$ cat src/rtl/pwm_gate_monitor.sv
// Receive-side monitor for the inverter gate-drive pair: per-channel period/high-time
// measurement, dead-time measurement, and sticky overlap / dead-time / stall faults.
//
// Per-channel FSM states:
//   state | meaning
//   IDLE  | no reference rise yet (after reset or after a stall)
//   ARMED | one rise seen, the first full period is being measured
//   RUN   | measuring continuously, every rise strobes a result
module pwm_gate_monitor #(
    parameter int unsigned CNT_W    = 20,
    parameter int unsigned MIN_DEAD = 50
) (
    input  logic             clk_50,
    input  logic             rst,
    input  logic             drv_1_in,
    input  logic             drv_2_in,
    input  logic             fault_clr,
    output logic [CNT_W-1:0] period_1,
    output logic [CNT_W-1:0] period_2,
    output logic [CNT_W-1:0] high_1,
    output logic [CNT_W-1:0] high_2,
    output logic             valid_1,
    output logic             valid_2,
    output logic [CNT_W-1:0] dead_time,
    output logic             overlap_fault,
    output logic             dead_fault,
    output logic             stall_1,
    output logic             stall_2
);

    typedef enum logic [1:0] {
        IDLE  = 2'd0,
        ARMED = 2'd1,
        RUN   = 2'd2
    } ch_state_t;

    localparam logic [CNT_W-1:0] CNT_MAX    = '1;
    localparam logic [CNT_W-1:0] CNT_ONE    = CNT_W'(1);
    localparam logic [CNT_W-1:0] MIN_DEAD_C = CNT_W'(MIN_DEAD);

    logic [1:0]       sync_meta;
    logic [1:0]       s;
    logic [1:0]       s_d;
    logic [1:0]       rise;
    logic [1:0]       fall;

    ch_state_t        state_q [2];
    ch_state_t        state_d [2];
    logic [1:0]       strobe;
    logic [1:0]       stall_set;

    logic [CNT_W-1:0] run_cnt [2];
    logic [CNT_W-1:0] hi_cnt  [2];
    logic [CNT_W-1:0] per_q   [2];
    logic [CNT_W-1:0] high_q  [2];
    logic [1:0]       valid_q;
    logic [1:0]       stall_q;

    logic [CNT_W-1:0] gap_cnt;
    logic             gap_armed;
    logic [CNT_W-1:0] dead_q;
    logic             overlap_q;
    logic             dead_fault_q;
    logic             overlap_set;
    logic             dead_set;

    assign rise = s & ~s_d;
    assign fall = ~s & s_d;

    assign overlap_set = &s;
    assign dead_set    = (|rise) && gap_armed && (gap_cnt < MIN_DEAD_C);

    // A rise always wins over a coincident saturation so the edge is never lost.
    always_comb begin
        for (int i = 0; i < 2; i++) begin
            state_d[i]   = state_q[i];
            strobe[i]    = 1'b0;
            stall_set[i] = 1'b0;
            if (rise[i]) begin
                strobe[i]  = (state_q[i] != IDLE);
                state_d[i] = (state_q[i] == IDLE) ? ARMED : RUN;
            end else if (run_cnt[i] == CNT_MAX) begin
                stall_set[i] = 1'b1;
                state_d[i]   = IDLE;
            end
        end
    end

    always_ff @(posedge clk_50) begin
        if (rst) begin
            sync_meta    <= '0;
            s            <= '0;
            s_d          <= '0;
            gap_cnt      <= '0;
            gap_armed    <= 1'b0;
            dead_q       <= '0;
            overlap_q    <= 1'b0;
            dead_fault_q <= 1'b0;
            valid_q      <= '0;
            stall_q      <= '0;
            for (int i = 0; i < 2; i++) begin
                state_q[i] <= IDLE;
                run_cnt[i] <= '0;
                hi_cnt[i]  <= '0;
                per_q[i]   <= '0;
                high_q[i]  <= '0;
            end
        end else begin
            sync_meta <= {drv_2_in, drv_1_in};
            s         <= sync_meta;
            s_d       <= s;
            valid_q   <= strobe;

            for (int i = 0; i < 2; i++) begin
                state_q[i] <= state_d[i];

                if (rise[i])
                    run_cnt[i] <= '0;
                else if (run_cnt[i] != CNT_MAX)
                    run_cnt[i] <= run_cnt[i] + CNT_ONE;

                if (rise[i])
                    hi_cnt[i] <= CNT_ONE;
                else if (s[i] && hi_cnt[i] != CNT_MAX)
                    hi_cnt[i] <= hi_cnt[i] + CNT_ONE;

                if (strobe[i]) begin
                    per_q[i]  <= (run_cnt[i] == CNT_MAX) ? CNT_MAX : run_cnt[i] + CNT_ONE;
                    high_q[i] <= hi_cnt[i];
                end

                if (rise[i])
                    stall_q[i] <= 1'b0;
                else if (stall_set[i])
                    stall_q[i] <= 1'b1;
            end

            if (|s)
                gap_cnt <= '0;
            else if (gap_cnt != CNT_MAX)
                gap_cnt <= gap_cnt + CNT_ONE;

            if (|fall)
                gap_armed <= 1'b1;

            // Simultaneous rises collapse into a single latch of the same gap.
            if ((|rise) && gap_armed)
                dead_q <= gap_cnt;

            overlap_q    <= overlap_set | (overlap_q & ~fault_clr);
            dead_fault_q <= dead_set | (dead_fault_q & ~fault_clr);
        end
    end

    assign period_1      = per_q[0];
    assign period_2      = per_q[1];
    assign high_1        = high_q[0];
    assign high_2        = high_q[1];
    assign valid_1       = valid_q[0];
    assign valid_2       = valid_q[1];
    assign stall_1       = stall_q[0];
    assign stall_2       = stall_q[1];
    assign dead_time     = dead_q;
    assign overlap_fault = overlap_q;
    assign dead_fault    = dead_fault_q;

endmodule

$ cat config.mk
export PLATFORM = sky130hd
export DESIGN_NAME = pwm_gate_monitor
export DESIGN_NICKNAME = d
export VERILOG_FILES = /design/src/rtl/pwm_gate_monitor.sv
export SDC_FILE = /design/constraint.sdc
export NUM_CORES = 1
export LEC_CHECK = 0
export BUFFER_PORTS_ARGS = -buffer_cell sky130_fd_sc_hd__buf_2
export CAP_MARGIN = 10
export CORE_MARGIN = 2
export CORE_UTILIZATION = 50
export CTS_CLUSTER_DIAMETER = 100
export DETAILED_ROUTE_END_ITERATION = 8
export PLACE_DENSITY_LB_ADDON = 0.25
export SYNTH_ARGS = -nofsm -noshare
export SYNTH_HDL_FRONTEND = slang
export SYNTH_SLANG_ARGS = --single-unit
$ cat constraint.sdc
create_clock -name clk_50 -period 3.7 [get_ports clk_50]
set_clock_uncertainty 0.15 [all_clocks]
set_input_delay 0.185 -clock clk_50 [delete_from_list [all_inputs] [get_ports clk_50]]
set_output_delay 0.185 -clock clk_50 [all_outputs]
set_load 0.05 [all_outputs]
Yosys cells after proc, flatten, opt, wreduce, memory -nomap -nowiden
Memory sizes are Yosys's and may differ from the RTL's.
Index checks and enable logic that the tools add are counted.

operators by class
  bitwise gates (word level) = 23
  equality and inequality tests = 7
  $add $sub $neg = 5
  $lt $le $gt $ge = 1
  div/mod/pow operators = 0
  reductions and logical operators = 14
  multipliers = 0
  shift-type cells = 0
  mux-type cells = 59

operators by type and width
  kind                                                                           count
  20-bit two-way mux                                                             14
  20-bit by 1-bit adder with 20-bit output, second input constant                5
  20-bit != test, second input constant                                          5
  20-bit == test, second input constant                                          2
  1-bit two-way mux                                                              37
  20-bit by 6-bit less-than comparator with 1-bit output, second input constant  1
  2-bit two-way mux                                                              8
  1-bit bitwise OR                                                               16
  2-bit OR reduction                                                             4
  2-bit bitwise AND                                                              2
  1-bit logical AND                                                              4
  2-bit logical NOT                                                              2
  2-bit inverter                                                                 2
  2-bit nonzero test                                                             2
  3-bit OR reduction                                                             1
  1-bit bitwise AND                                                              2
  2-bit AND reduction                                                            1
  1-bit inverter                                                                 1

word-level totals
  memory bits (read-only) = 0
  memory bits (writable) = 164
  latch bits = 0
  register bits = 53
  logic and storage cells = 125
  output and inout port bits = 106
  memories = 5

memories
  memory   depth  width  read ports  clocked after memory_dff  wr ports  line  source
  hi_cnt   2      20     2           0                         2         53    logic [CNT_W-1:0] hi_cnt [2];
  high_q   2      20     2           0                         2         55    logic [CNT_W-1:0] high_q [2];
  per_q    2      20     2           0                         2         54    logic [CNT_W-1:0] per_q [2];
  run_cnt  2      20     2           0                         2         52    logic [CNT_W-1:0] run_cnt [2];
  state_q  2      2      2           0                         2         47    ch_state_t state_q [2];

Logic depth before layout (Yosys ltp)
  depth in word-level cells = 7
  gate-level depth with buffers = 8
  gate-level depth less buffers = 5

Least setup slack after synthesis
OpenSTA, ideal clock, no wires.

  path kind = flip-flop to flip-flop
  start = reg s_d[0]
  end = mem high_q[0][0], enable pin
  setup time = 495 ps
  path buffers = 0
  path slack = -395 ps
  cell stages (with the launch flop) = 3
  data required time = 3055 ps
  period minus slack after synthesis = 4095 ps
  data arrival time = 3450 ps
  cells stage by stage = dfxtp_1 -> nand2b_1 -> o21ai_0

RTL lines
  item                    line  source
  start, declared         43    logic [1:0] s_d;
  start signal, assigned  111   s_d <= s;
  end, declared           55

==> metrics <==
worst setup margin=0.977 ns; clock sink count=217; Synth Area per Inst=10.9 um^2; post-CTS resize count=0; Synthesized Nets=916; CTS tree=yes; cell family with most CP delay=simple AND/OR/NAND/NOR gates; Buf+Inv Stages, Crit Path=1; fin. max-slew vios=0; sequential fraction of the synthesis area=60.1%; routed len/inst=16.1 um; initial antenna violation count=0; CP Cell Sequence=ha_1 -> nand4_4 -> or3_1 -> or3_1 -> buf_4; Area Growth Syn to Fin=16.8%; Final ANT Viol Nets=0; Clock power frac=44.2%; Yosys top cell area share=48.5%; root buf cell=clkbuf_16; max cap viols=0; Initial DRT Pass Iterations=5; Residual DRC=0; Post-Synthesis Cells=906; vias in the first global route=6732; #FFs+latches synth=217; Rows=51; final setup TNS=0 ns; Core ar.=0.0195 mm^2; Async SR Flop Fraction=0%; post-CTS setup buffer count=0; CTS Buffer Depth=3; diode count=0; Post-Route WL=20.9 mm; Final HPWL DP=14.3 mm; Combinational Power Share=6.0%; P_leak=0.00404 uW; final setup vio count=0; num ports=111; chip height=145 um; Finished Cell Area=0.0116 mm^2; die width=145 um; Worst-Skew Late Latency=0.50 ns; final hold vios=0; Setup CP Type=register to register; fin nets=1027; GPL Wtd Cong=0.825; worst vdd ir=0.270 mV; run status=finished, final reports clean; Sequential Power Share=49.8%; DP Area=0.0107 mm^2; startpoint type of the worst setup path=register; GRT Util Overall=20.3%; share of layout cells above drive strength 1=17.8%; Num CTS Buffers=23; vias per inst=5.58; H-tree levels=1; Worst Path Arrival=2.82 ns; Synth Flop Type=edfxtp_1; synthesized cell area=0.00990 mm^2; class of the worst hold path=primary input to register; pin count of the biggest net entering global routing=36; die area=0.0209 mm^2; largest area contributor in the netlist=edfxtp_1; Required @ worst endpoint=3.80 ns; synth top area cells=edfxtp_1 49%, dfxtp_1 12%, a21oi_1 3.7%, nor2_1 3.4%, nand2_1 3.4%; DP Worst Slack=0.994 ns; Int Pwr=4260 uW; PD cells=474 mW/mm^2; Sw Ratio=22.4%; I/O Buffers=110; Tmin final=2.72 ns; DRT iter0 DRCs=517; CP max-delay cell=or3_1; Reg clk slew, reported paths=0.06 ns; Starting Density=50.9%; nature of the critical path endpoint=register; slew at the pin closest to its max-slew limit=1.03 ns; first-pass GRT wire length=34.0 mm; Unique masters post-synth=62; Max stage delay on crit path=0.61 ns; via count=7247; final worst path period share=73.6%; critical-path maximum fanout=11; hold_buf cts=3; EDFF count, synth=160; total gr overflow=0; Yosys Warn Count=0; Slew Limit Headroom=30.8%; f_max=367 MHz; RSZ-0062 raised after global routing=no; most used cell, CP=or3_1; NetSw=1230 uW
## cells in the final DEF (no fill, tap or decap), types with 4 or more instances in the layout
cell type / instances
a2111o_1: 4
a211oi_1: 5
a21oi_1: 73
a21oi_2: 9
a31oi_1: 9
and3_1: 10
and4_1: 15
buf_2: 110
buf_4: 16
clkbuf_1: 5
clkbuf_16: 25
clkinv_2: 4
dfxtp_1: 57
edfxtp_1: 160
ha_1: 5
inv_1: 23
mux2i_1: 4
nand2_1: 89
nand2b_1: 6
nand3_1: 38
nand4_1: 27
nor2_1: 89
nor2b_1: 38
nor3_1: 25
nor4_1: 19
o21ai_0: 23
o31ai_1: 9
or3_1: 17
or4_1: 12
xnor2_1: 33
xor2_1: 20
## final timing paths
path	to	cells after the start	slack, ns	start
setup / recovery	run_cnt[0][16]$_SDFFCE_PN0P_	5	0.98	run_cnt[0][0]$_SDFFCE_PN0P_
hold reg to reg	s[1]$_SDFF_PP0_	1	0.29	sync_meta[1]$_SDFF_PP0_
hold / removal	overlap_fault$_SDFF_PP0_	2	0.04	rst
setup reg to reg	run_cnt[0][16]$_SDFFCE_PN0P_	5	0.98	run_cnt[0][0]$_SDFFCE_PN0P_
## Yosys cell counts (5+ instances only)
master and n:
buf_2 10, nor2b_1 38, nand2b_1 6, and4_1 15
xor2_1 20, nor2_1 90, o21ai_0 26, xnor2_1 33
nor3_1 25, nor4_1 19, nand4_1 27, inv_1 23
a211oi_1 5, edfxtp_1 160, or3_1 17, and3_1 10
a31oi_1 9, or4_1 12, nand3_1 38, nand2_1 89
o31ai_1 9, a21oi_2 9, dfxtp_1 57, a21oi_1 73
clkbuf_1 25, ha_1 5
## per-stage QoR
stage                     utilization, %  cells  power (uW)  hold slack (ns)
after floorplan                        -    906        3020            0.163
after global placement              55.0   1254        3110            0.250
after detailed placement            55.0   1254        3110            0.250
after CTS                           59.4   1299        5540           0.0392
after global routing                59.4   1299        5660           0.0904
final                               59.4   1299        5490           0.0376
## logic make-up after synthesis
group	share of synthesized area [%]
flip-flops	60.1
AO/OA/AOI/OAI	10.2
multiplexers	0.404
buffers and inverters	3.07
adder cells (fa/ha/maj)	0.632
AND/OR/NAND/NOR	20.9
XOR/XNOR	4.69
## worst register-to-register path: stages (launching register included)
cell and delay (ns):
edfxtp_1 0.43, ha_1 0.28, nand4_4 0.18, or3_1 0.56, or3_1 0.61, buf_4 0.28
## power by group through the flow
stage / Sequential, uW / Clock [uW] / Combinational, uW
floorplan: 2920 / 0 / 103
global placement: 2780 / 0 / 328
detailed placement: 2780 / 0 / 330
CTS: 2730 / 2480 / 333
global route: 2740 / 2570 / 354
finish: 2730 / 2430 / 329
## final cells by class
type | instances | area (um^2)
clock buffer | 33 | 686
clock inverter | 9 | 135
multi-input combinational | 623 | 3680
tap | 265 | 332
fill | 1670 | 7900
inverter | 23 | 86.3
sequential | 217 | 5950
timing repair buffer | 129 | 701
## routing by layer
metal	share of wire, %	wire length (um)	up-vias	GRT usage [%]
li1	-	-	3573	-
met1	46	9510	3458	28.4
met2	48	9940	190	33.0
met3	5.7	1190	26	3.88
met4	1.3	263	0	4.70
met5	0	0	-	0
## state kept, by name, indices dropped and copies added (netlist names), 4 cells and up
name	count
hi_cnt	40
high_q	40
per_q	40
run_cnt	40
dead_time	20
gap_cnt	20
state_q	4
(Power assumes the default switching activity.)
